`src/rtl/ring_output_arbiter_if.sv`:
```
// Interface: ring_output_arbiter_if
// Request/grant handshakes for through-traffic (req0) and PE injection (req1), plus the output link.
interface ring_output_arbiter_if #(
    parameter int DATA_W = 64
);
    logic              req0_vld;
    logic              req0_vc;
    logic [DATA_W-1:0] req0_data;
    logic              req0_gnt;
    logic              req1_vld;
    logic              req1_vc;
    logic [DATA_W-1:0] req1_data;
    logic              req1_gnt;
    logic              so;
    // 'do' is a reserved word in SystemVerilog, so the link data is carried as do_data
    logic [DATA_W-1:0] do_data;
    logic              ro;

    modport slave (
        input  req0_vld, req0_vc, req0_data,
        output req0_gnt,
        input  req1_vld, req1_vc, req1_data,
        output req1_gnt,
        output so, do_data,
        input  ro
    );

    modport master (
        output req0_vld, req0_vc, req0_data,
        input  req0_gnt,
        output req1_vld, req1_vc, req1_data,
        input  req1_gnt,
        input  so, do_data,
        output ro
    );
endinterface

```
`src/rtl/ring_output_arbiter.sv`:
```
// Module: ring_output_arbiter -- shares one ring output port between through-traffic and PE injection
// with a 1-deep buffer per VC. Optional blocked-request counter under macro RING_ARB_STATS_EN.
module ring_output_arbiter #(
    parameter int DATA_W  = 64,
    parameter int HOP_LSB = 18,
    parameter int HOP_W   = 8
) (
    input  logic                 clk,
    input  logic                 reset,
    output logic                 polarity,
    ring_output_arbiter_if.slave bus,
    output logic [15:0]          stall_cnt
);

    logic              polarity_r;
    logic [1:0]        buf_full_r;
    logic [DATA_W-1:0] buf_data_r [2];
    logic [1:0]        rr_r;
    logic              so_r;
    logic [DATA_W-1:0] do_r;

    logic              wr_vc_s;
    logic              send_s;
    logic              elig0_s;
    logic              elig1_s;
    logic              gnt0_s;
    logic              gnt1_s;
    logic [DATA_W-1:0] wr_data_s;

    function automatic logic [DATA_W-1:0] hop_halve(input logic [DATA_W-1:0] flit);
        logic [DATA_W-1:0] res;
        res = flit;
        res[HOP_LSB +: HOP_W] = flit[HOP_LSB +: HOP_W] >> 1'b1;
        return res;
    endfunction

    // Eligibility and round-robin grant for the writable VC (the one opposite the current polarity).
    always_comb begin
        wr_vc_s = ~polarity_r;
        send_s  = buf_full_r[polarity_r] & bus.ro;
        elig0_s = reset & bus.req0_vld & (bus.req0_vc == wr_vc_s) & ~buf_full_r[wr_vc_s];
        elig1_s = reset & bus.req1_vld & (bus.req1_vc == wr_vc_s) & ~buf_full_r[wr_vc_s];
        gnt0_s  = 1'b0;
        gnt1_s  = 1'b0;
        if (elig0_s && elig1_s) begin
            if (rr_r[wr_vc_s]) begin
                gnt1_s = 1'b1;
            end else begin
                gnt0_s = 1'b1;
            end
        end else if (elig0_s) begin
            gnt0_s = 1'b1;
        end else if (elig1_s) begin
            gnt1_s = 1'b1;
        end else begin
            gnt0_s = 1'b0;
            gnt1_s = 1'b0;
        end
        if (gnt1_s) begin
            wr_data_s = hop_halve(bus.req1_data);
        end else begin
            wr_data_s = hop_halve(bus.req0_data);
        end
    end

    // Polarity generator and output link register.
    always_ff @(posedge clk or negedge reset) begin
        if (!reset) begin
            polarity_r <= 1'b0;
            so_r       <= 1'b0;
            do_r       <= {DATA_W{1'b0}};
        end else begin
            polarity_r <= ~polarity_r;
            so_r       <= send_s;
            if (send_s) begin
                do_r <= buf_data_r[polarity_r];
            end
        end
    end

    // VC buffers and round-robin pointers; the pointer always moves to the requester not granted.
    always_ff @(posedge clk or negedge reset) begin
        if (!reset) begin
            buf_full_r    <= 2'b00;
            buf_data_r[0] <= {DATA_W{1'b0}};
            buf_data_r[1] <= {DATA_W{1'b0}};
            rr_r          <= 2'b00;
        end else begin
            if (send_s) begin
                buf_full_r[polarity_r] <= 1'b0;
            end
            if (gnt0_s || gnt1_s) begin
                buf_full_r[wr_vc_s] <= 1'b1;
                buf_data_r[wr_vc_s] <= wr_data_s;
                rr_r[wr_vc_s]       <= gnt0_s;
            end
        end
    end

`ifdef RING_ARB_STATS_EN
    logic [15:0] stall_cnt_r;
    logic        stall_s;

    assign stall_s = (bus.req0_vld & ~gnt0_s) | (bus.req1_vld & ~gnt1_s);

    // Saturating count of cycles with at least one blocked request.
    always_ff @(posedge clk or negedge reset) begin
        if (!reset) begin
            stall_cnt_r <= 16'h0000;
        end else if (stall_s && (stall_cnt_r != 16'hFFFF)) begin
            stall_cnt_r <= stall_cnt_r + 16'd1;
        end
    end

    assign stall_cnt = stall_cnt_r;
`else
    assign stall_cnt = 16'h0000;
`endif

    assign polarity     = polarity_r;
    assign bus.req0_gnt = gnt0_s;
    assign bus.req1_gnt = gnt1_s;
    assign bus.so       = so_r;
    assign bus.do_data  = do_r;

endmodule

```
`src/flat_wrapper.sv`:
```
// flat-port wrapper written by rule: the top's interface ports become plain ports
module ring_output_arbiter_flat 
#(
    parameter int DATA_W  = 64,
    parameter int HOP_LSB = 18,
    parameter int HOP_W   = 8
)
  (clk, reset, polarity, stall_cnt, bus_req0_vld, bus_req0_vc, bus_req0_data, bus_req0_gnt, bus_req1_vld, bus_req1_vc, bus_req1_data, bus_req1_gnt, bus_so, bus_do_data, bus_ro);
  ring_output_arbiter_if #(.DATA_W(DATA_W)) bus_i ();
  input  logic clk;
  input  logic reset;
  output logic polarity;
  output logic [15:0] stall_cnt;
  input wire logic [$bits(bus_i.req0_vld)-1:0] bus_req0_vld;
  input wire logic [$bits(bus_i.req0_vc)-1:0] bus_req0_vc;
  input wire logic [$bits(bus_i.req0_data)-1:0] bus_req0_data;
  output wire logic [$bits(bus_i.req0_gnt)-1:0] bus_req0_gnt;
  input wire logic [$bits(bus_i.req1_vld)-1:0] bus_req1_vld;
  input wire logic [$bits(bus_i.req1_vc)-1:0] bus_req1_vc;
  input wire logic [$bits(bus_i.req1_data)-1:0] bus_req1_data;
  output wire logic [$bits(bus_i.req1_gnt)-1:0] bus_req1_gnt;
  output wire logic [$bits(bus_i.so)-1:0] bus_so;
  output wire logic [$bits(bus_i.do_data)-1:0] bus_do_data;
  input wire logic [$bits(bus_i.ro)-1:0] bus_ro;
  assign bus_i.req0_vld = bus_req0_vld;
  assign bus_i.req0_vc = bus_req0_vc;
  assign bus_i.req0_data = bus_req0_data;
  assign bus_req0_gnt = bus_i.req0_gnt;
  assign bus_i.req1_vld = bus_req1_vld;
  assign bus_i.req1_vc = bus_req1_vc;
  assign bus_i.req1_data = bus_req1_data;
  assign bus_req1_gnt = bus_i.req1_gnt;
  assign bus_so = bus_i.so;
  assign bus_do_data = bus_i.do_data;
  assign bus_i.ro = bus_ro;
  ring_output_arbiter #(.DATA_W(DATA_W), .HOP_LSB(HOP_LSB), .HOP_W(HOP_W)) u_core (.clk(clk), .reset(reset), .polarity(polarity), .bus(bus_i), .stall_cnt(stall_cnt));
endmodule
```
`config.mk`:
```
export PLATFORM = sky130hd
export DESIGN_NAME = ring_output_arbiter_flat
export DESIGN_NICKNAME = d
export VERILOG_FILES = /design/src/rtl/ring_output_arbiter_if.sv /design/src/rtl/ring_output_arbiter.sv /design/src/flat_wrapper.sv
export SDC_FILE = /design/constraint.sdc
export NUM_CORES = 1
export LEC_CHECK = 0
export ABC_CLOCK_PERIOD_IN_PS = 2200
export CORE_UTILIZATION = 45
export CTS_CLUSTER_SIZE = 20
export DETAILED_ROUTE_END_ITERATION = 7
export PLACE_DENSITY = 0.74
export SKIP_CTS_REPAIR_TIMING = 1
export SLEW_MARGIN = 40
export SYNTH_ARGS = -nofsm -noshare
export SYNTH_HDL_FRONTEND = slang
export SYNTH_SLANG_ARGS = --single-unit
```
`constraint.sdc`:
```
create_clock -name clk -period 2.2 [get_ports clk]
set_input_delay 0.44 -clock clk [delete_from_list [all_inputs] [get_ports clk]]
set_output_delay 0.44 -clock clk [all_outputs]
set_load 0.1 [all_outputs]
```
## Yosys cells after proc, flatten, opt, wreduce, memory -nomap -nowiden

Cells that the tools add are included.

| cells by class | value |
|---|---|
| order comparisons | 7 |
| equal/unequal tests | 2 |
| muxes and demuxes | 27 |
| bitwise logic cells | 14 |
| reductions and logical operators | 5 |

Operators with widths:

| kind | count |
|---|---|
| $mux 64 | 5 |
| $bwmux 128 | 1 |
| $demux 64 s1 | 1 |
| $mux 1 | 15 |
| $and 1x1->1 | 7 |
| $ge 2x2->1 const B | 2 |
| $logic_and 1x1->1 | 4 |
| $lt 1x2->1 const B | 2 |
| $mux 2 | 2 |
| $not 1->2 | 2 |
| $and 2x2->2 | 1 |
| $bwmux 2 | 1 |
| $demux 1 s1 | 2 |
| $eq 1x1->1 | 2 |
| $ge 1x1->1 const B | 2 |
| $lt 2x1->1 const B | 1 |
| $not 1->1 | 2 |
| $not 2->2 | 1 |
| $or 2x2->2 | 1 |
| $logic_or 1x1->1 | 1 |

| word-level totals | value |
|---|---|
| bits in registers | 198 |
| bits of input ports | 135 |
| output and inout bits | 84 |

## Depth between registers and ports, before layout

| depth | value |
|---|---|
| depth after elaboration | 10 |
| gate-level depth with buffers | 7 |
| mapped depth without buffers | 4 |

## Least setup slack after synthesis

Ideal clock, no wire load.

| timing | value |
|---|---|
| path kind | register -> output |
| start point | register u_core.polarity_r (netlist: u_core.polarity) |
| end point | output bus_req0_gnt |
| arrival | 4.283 ns |
| setup slack | -2.523 ns |
| cell stages (with the launch flop) | 8 |
| path buffers | 3 |
| cell sequence | dfrtp_1 buf_2 or3b_1 a21o_1 buf_2 clkbuf_1 nor2_1 a21oi_1 |

| between the ends | value |
|---|---|
| word-level cells in the longest chain between the ends | 6 |

RTL lines:

| element | RTL line | source |
|---|---|---|
| start, declared | ring_output_arbiter.sv:15 | `logic polarity_r;` |
| start signal, assigned | ring_output_arbiter.sv:73 | `polarity_r <= ~polarity_r;` |
| $not 1->1 or $mux 1 (tied branches) | ring_output_arbiter.sv:39, ring_output_arbiter.sv:41, ring_output_arbiter.sv:42 |  |
| $eq 1x1->1, or another cell as far along | ring_output_arbiter.sv:41 | `elig0_s = reset & bus.req0_vld & (bus.req0_vc == wr_vc_s) & ~buf_full_r[wr_vc_s];` |
| $and 1x1->1, or another cell as far along | ring_output_arbiter.sv:41 |  |
| $and 1x1->1 (on tied branches) | ring_output_arbiter.sv:41, ring_output_arbiter.sv:42 |  |
| $mux 1 or $logic_and 1x1->1 (tied branches) | ring_output_arbiter.sv:51, ring_output_arbiter.sv:45 |  |
| $mux 1 * | ring_output_arbiter.sv:45 | `if (elig0_s && elig1_s) begin` |
| end, declared | flat_wrapper.sv:17 | `output wire logic [$bits(bus_i.req0_gnt)-1:0] bus_req0_gnt;` |

Mark *: on every way between the ends. The rest lies on a longest branch, timed or not. The select of a mux whose other input is x is not followed.

## Final worst setup path

Ends and elaborated chain as after synthesis.

==> summary.json <==
{
  "synth_seq_area_share": 0.552,
  "antenna_cells_inserted": 0,
  "detailedRoute.firstIterationViolations": 535,
  "final_antenna_net_count": 0,
  "grt_use_total": 0.263,
  "power_leakage_nw": 5.26,
  "cp-startpoint": "u_core.polarity",
  "grt_pass1_vias": 7716,
  "result_of_the_run": "finished with violations",
  "critical_path.endpoint_type": "output port",
  "worst_hold_path_type": "in2async",
  "largest_clock_skew_in_the_final_design_ns": 0.0101,
  "grt_pass1_wl_um": 41000,
  "violations": "negative setup slack",
  "gpl.final_weighted_congestion": 0.797,
  "cts.reportedPaths.clkPinSlew_ns": 0.07,
  "setup_viol": 2,
  "share_of_final_layout_standard_cells_stronger_than_drive_strength_1": 0.156,
  "syn-instance-count": 896,
  "dr_total_vias": 7915,
  "clk-insertion-delay-late_ns": 0.43,
  "synth.avg_cell_area_um2": 9.87,
  "post_synth_instance_area_mm2": 0.00884,
  "floorplan.io_pins": 219,
  "fp-row-count": 50,
  "cp_data_required_time_ns": 1.76,
  "final.period_utilization": 1.10,
  "detailedPlacementHpwl_um": 16700,
  "finalWirelength_um": 25900,
  "switching_share": 0.446,
  "floorplan.die.width_um": 142,
  "regToRegStartpoint": "u_core.polarity",
  "synth.lib_cells_used.distinct": 28,
  "grt-ovfl-total": 0,
  "worst_setup_path_start_kind": "register",
  "seq_power_share": 0.376,
  "slew_viol_final": 0,
  "slew_headroom": 0.544,
  "worstSetupPathType": "reg2out",
  "routed_via_density": 5.82,
  "r2r_slack_ns": 0.15,
  "post_layout_utilization_of_the_core": 0.625,
  "core-area_mm2": 0.0190,
  "fin_hold_ws_ns": 0.158,
  "p_clk_frac": 0.214,
  "die_h_um": 142,
  "max_cap_violations": 0,
  "post-route-worst-setup-slack_ns": -0.222,
  "worstMarginPinSlew_ns": 0.683,
  "drc_errors": 0,
  "timing.critical_path.arrival_ns": 1.98,
  "tritoncts.num_buffers": 17,
  "yosys_warnings": 0,
  "fp.dieArea_mm2": 0.0202,
  "final.min_clock_period_ns": 2.42,
  "count_of_clock_tree_sinks": 195,
  "clock_tree_from_tritoncts": "done",
  "grt_antenna_before_repair": 0,
  "irDropWorstVdd_v": 0.000695,
  "post-layout-total-power_w": 0.0134,
  "floorplan.initialDensity": 0.466,
  "areaGrowthSynthToFinish_pct": 33.9,
  "internal_power_w": 0.00743,
  "number_of_hold_violations_in_the_final_report": 0,
  "rsz0062_at_grt": "yes",
  "drt_pass1_iterations": 5,
  "number_of_nets_in_the_finished_design": 1224,
  "max_freq_ghz": 0.413,
  "htree_levels": 4,
  "clockRootBuffer": "sky130_fd_sc_hd__clkbuf_16",
  "routed_wire_length_per_instance_um": 19.0,
  "cts.path.max_buffers": 2,
  "timing.critical_path.fanout_max": 7,
  "port_buffers": 199,
  "grt_start_max_net_pins": 97,
  "total_switching_power_w": 0.00599,
  "power.share.combinational": 0.410,
  "power.density_cell_area_mw_per_mm2": 1130,
  "yosys_register_bits": 195
}
-- metal layers --
| metal | part of all wire | track usage | vias to the layer above |
|---|---|---|---|
| li1 | - | - | 3656 |
| met1 | 0.42 | 0.345 | 3893 |
| met2 | 0.49 | 0.439 | 331 |
| met3 | 0.067 | 0.0448 | 35 |
| met4 | 0.017 | 0.0951 | 0 |
| met5 | 0 | 0 | - |
-- stage by stage --
step | cells | setup TNS [ns] | area [um2] | worst slack, ns
floorplan | 912 | -1.11 | 8950 | -0.690
global route | 1361 | -0.514 | 11800 | -0.269
CTS | 1355 | -0.616 | 11800 | -0.319
finish | 1361 | -0.424 | 11800 | -0.222
global placement | 1324 | -23.44 | 11200 | -0.251
detailed placement | 1324 | -27.11 | 11200 | -0.296
-- layout make-up --
class	instances	area, um2
clock inverter	8	55.1
inverter	2	7.51
multi-input combinational	612	3570
tap	260	325
sequential	195	4880
fill	1578	7120
clock buffer	23	478
timing repair buffer	261	2520
-- cell usage after synthesis, drive strengths merged --
master	count	area, um2
a21o	1	7.51
a21oi	3	26.3
a2bb2oi	2	17.5
a31oi	128	801
and2	1	6.26
and3	2	12.5
buf	56	337
clkbuf	47	176
clkinv	1	3.75
conb	1	3.75
dfrtp	195	4880
inv	1	3.75
mux2	1	11.3
mux2i	64	641
nand2	65	244
nand3	63	315
nor2	3	11.3
nor3	128	651
nor3b	2	15.0
o211a	1	10.0
o211ai	1	7.51
o21ai	127	636
or2	1	6.26
or3b	2	17.5
-- path summary, 6_finish.rpt --
kind                                               end  cells past startpoint
worst max register to register  u_core.buf_data_r[114]                      8
worst min register to register  u_core.bus.do_data[16]                      2
worst max-delay path                      bus_req0_gnt                      5
max in group asynchronous       u_core.bus.do_data[51]                      3
worst min-delay path             u_core.buf_data_r[24]                      2
min in group clk                u_core.bus.do_data[16]                      2
-- logic make-up (layout without fill, tap and decap cells) --
kind of cell	after synthesis	in the layout	synth area share
AND/OR/NAND/NOR	267	267	0.145
AO/OA/AOI/OAI	263	263	0.170
flip-flops	195	195	0.552
buffers and inverters	105	294	0.0589
multiplexers	65	65	0.0737
other	1	17	0.000424
-- critical path, stage by stage, from the launching register on --
cell,delay [ns]
sky130_fd_sc_hd__dfrtp_4,0.51
sky130_fd_sc_hd__or3b_4,0.39
sky130_fd_sc_hd__a21o_4,0.25
sky130_fd_sc_hd__nor2_4,0.19
sky130_fd_sc_hd__a21oi_4,0.05
sky130_fd_sc_hd__buf_12,0.16
-- state kept, by name, summed over array words and instances (netlist names) --
register and flops:
u_core.bus.so 1, u_core.polarity 1, u_core.buf_data_r 126, u_core.bus.do_data 63
u_core.rr_r 2, u_core.buf_full_r 2
-- placed cells by master (no fill, tap or decap) --
| master | count |
|---|---|
| sky130_fd_sc_hd__nor3b_1 | 2 |
| sky130_fd_sc_hd__or3b_4 | 1 |
| sky130_fd_sc_hd__o21ai_0 | 127 |
| sky130_fd_sc_hd__a21oi_4 | 3 |
| sky130_fd_sc_hd__and3_2 | 2 |
| sky130_fd_sc_hd__buf_4 | 110 |
| sky130_fd_sc_hd__a21o_4 | 1 |
| sky130_fd_sc_hd__dfrtp_4 | 1 |
| sky130_fd_sc_hd__nor3_4 | 2 |
| sky130_fd_sc_hd__buf_12 | 18 |
| sky130_fd_sc_hd__a2bb2oi_1 | 2 |
| sky130_fd_sc_hd__clkdlybuf4s50_1 | 131 |
| sky130_fd_sc_hd__dfrtp_1 | 194 |
| sky130_fd_sc_hd__nor2_1 | 2 |
| sky130_fd_sc_hd__clkbuf_1 | 3 |
| sky130_fd_sc_hd__nand3_1 | 63 |
| sky130_fd_sc_hd__nor2_4 | 1 |
| sky130_fd_sc_hd__clkinv_1 | 1 |
| sky130_fd_sc_hd__clkinv_2 | 3 |
| sky130_fd_sc_hd__o211a_4 | 1 |
| sky130_fd_sc_hd__nand2_4 | 1 |
| sky130_fd_sc_hd__clkbuf_16 | 17 |
| sky130_fd_sc_hd__mux2i_1 | 64 |
| sky130_fd_sc_hd__a31oi_1 | 128 |
| sky130_fd_sc_hd__conb_1 | 17 |
| sky130_fd_sc_hd__clkinv_4 | 2 |
| sky130_fd_sc_hd__or3b_1 | 1 |
| sky130_fd_sc_hd__clkinvlp_4 | 3 |
| sky130_fd_sc_hd__o211ai_1 | 1 |
| sky130_fd_sc_hd__clkbuf_8 | 4 |
| sky130_fd_sc_hd__mux2_2 | 1 |
| sky130_fd_sc_hd__or2_2 | 1 |
| sky130_fd_sc_hd__and2_1 | 1 |
| sky130_fd_sc_hd__nor3_1 | 126 |
| sky130_fd_sc_hd__dlygate4sd3_1 | 1 |
| sky130_fd_sc_hd__nand2_1 | 64 |
| sky130_fd_sc_hd__inv_1 | 1 |
-- power groups by stage --
stage	registers, W	logic (W)	clock network, W
finish	0.00504	0.00551	0.00287
CTS	0.00504	0.00553	0.00290
detailed placement	0.00510	0.00552	0
floorplan	0.00783	0.00134	0
global route	0.00515	0.00579	0.00305
global placement	0.00506	0.00545	0
(Power assumes the default switching activity.)
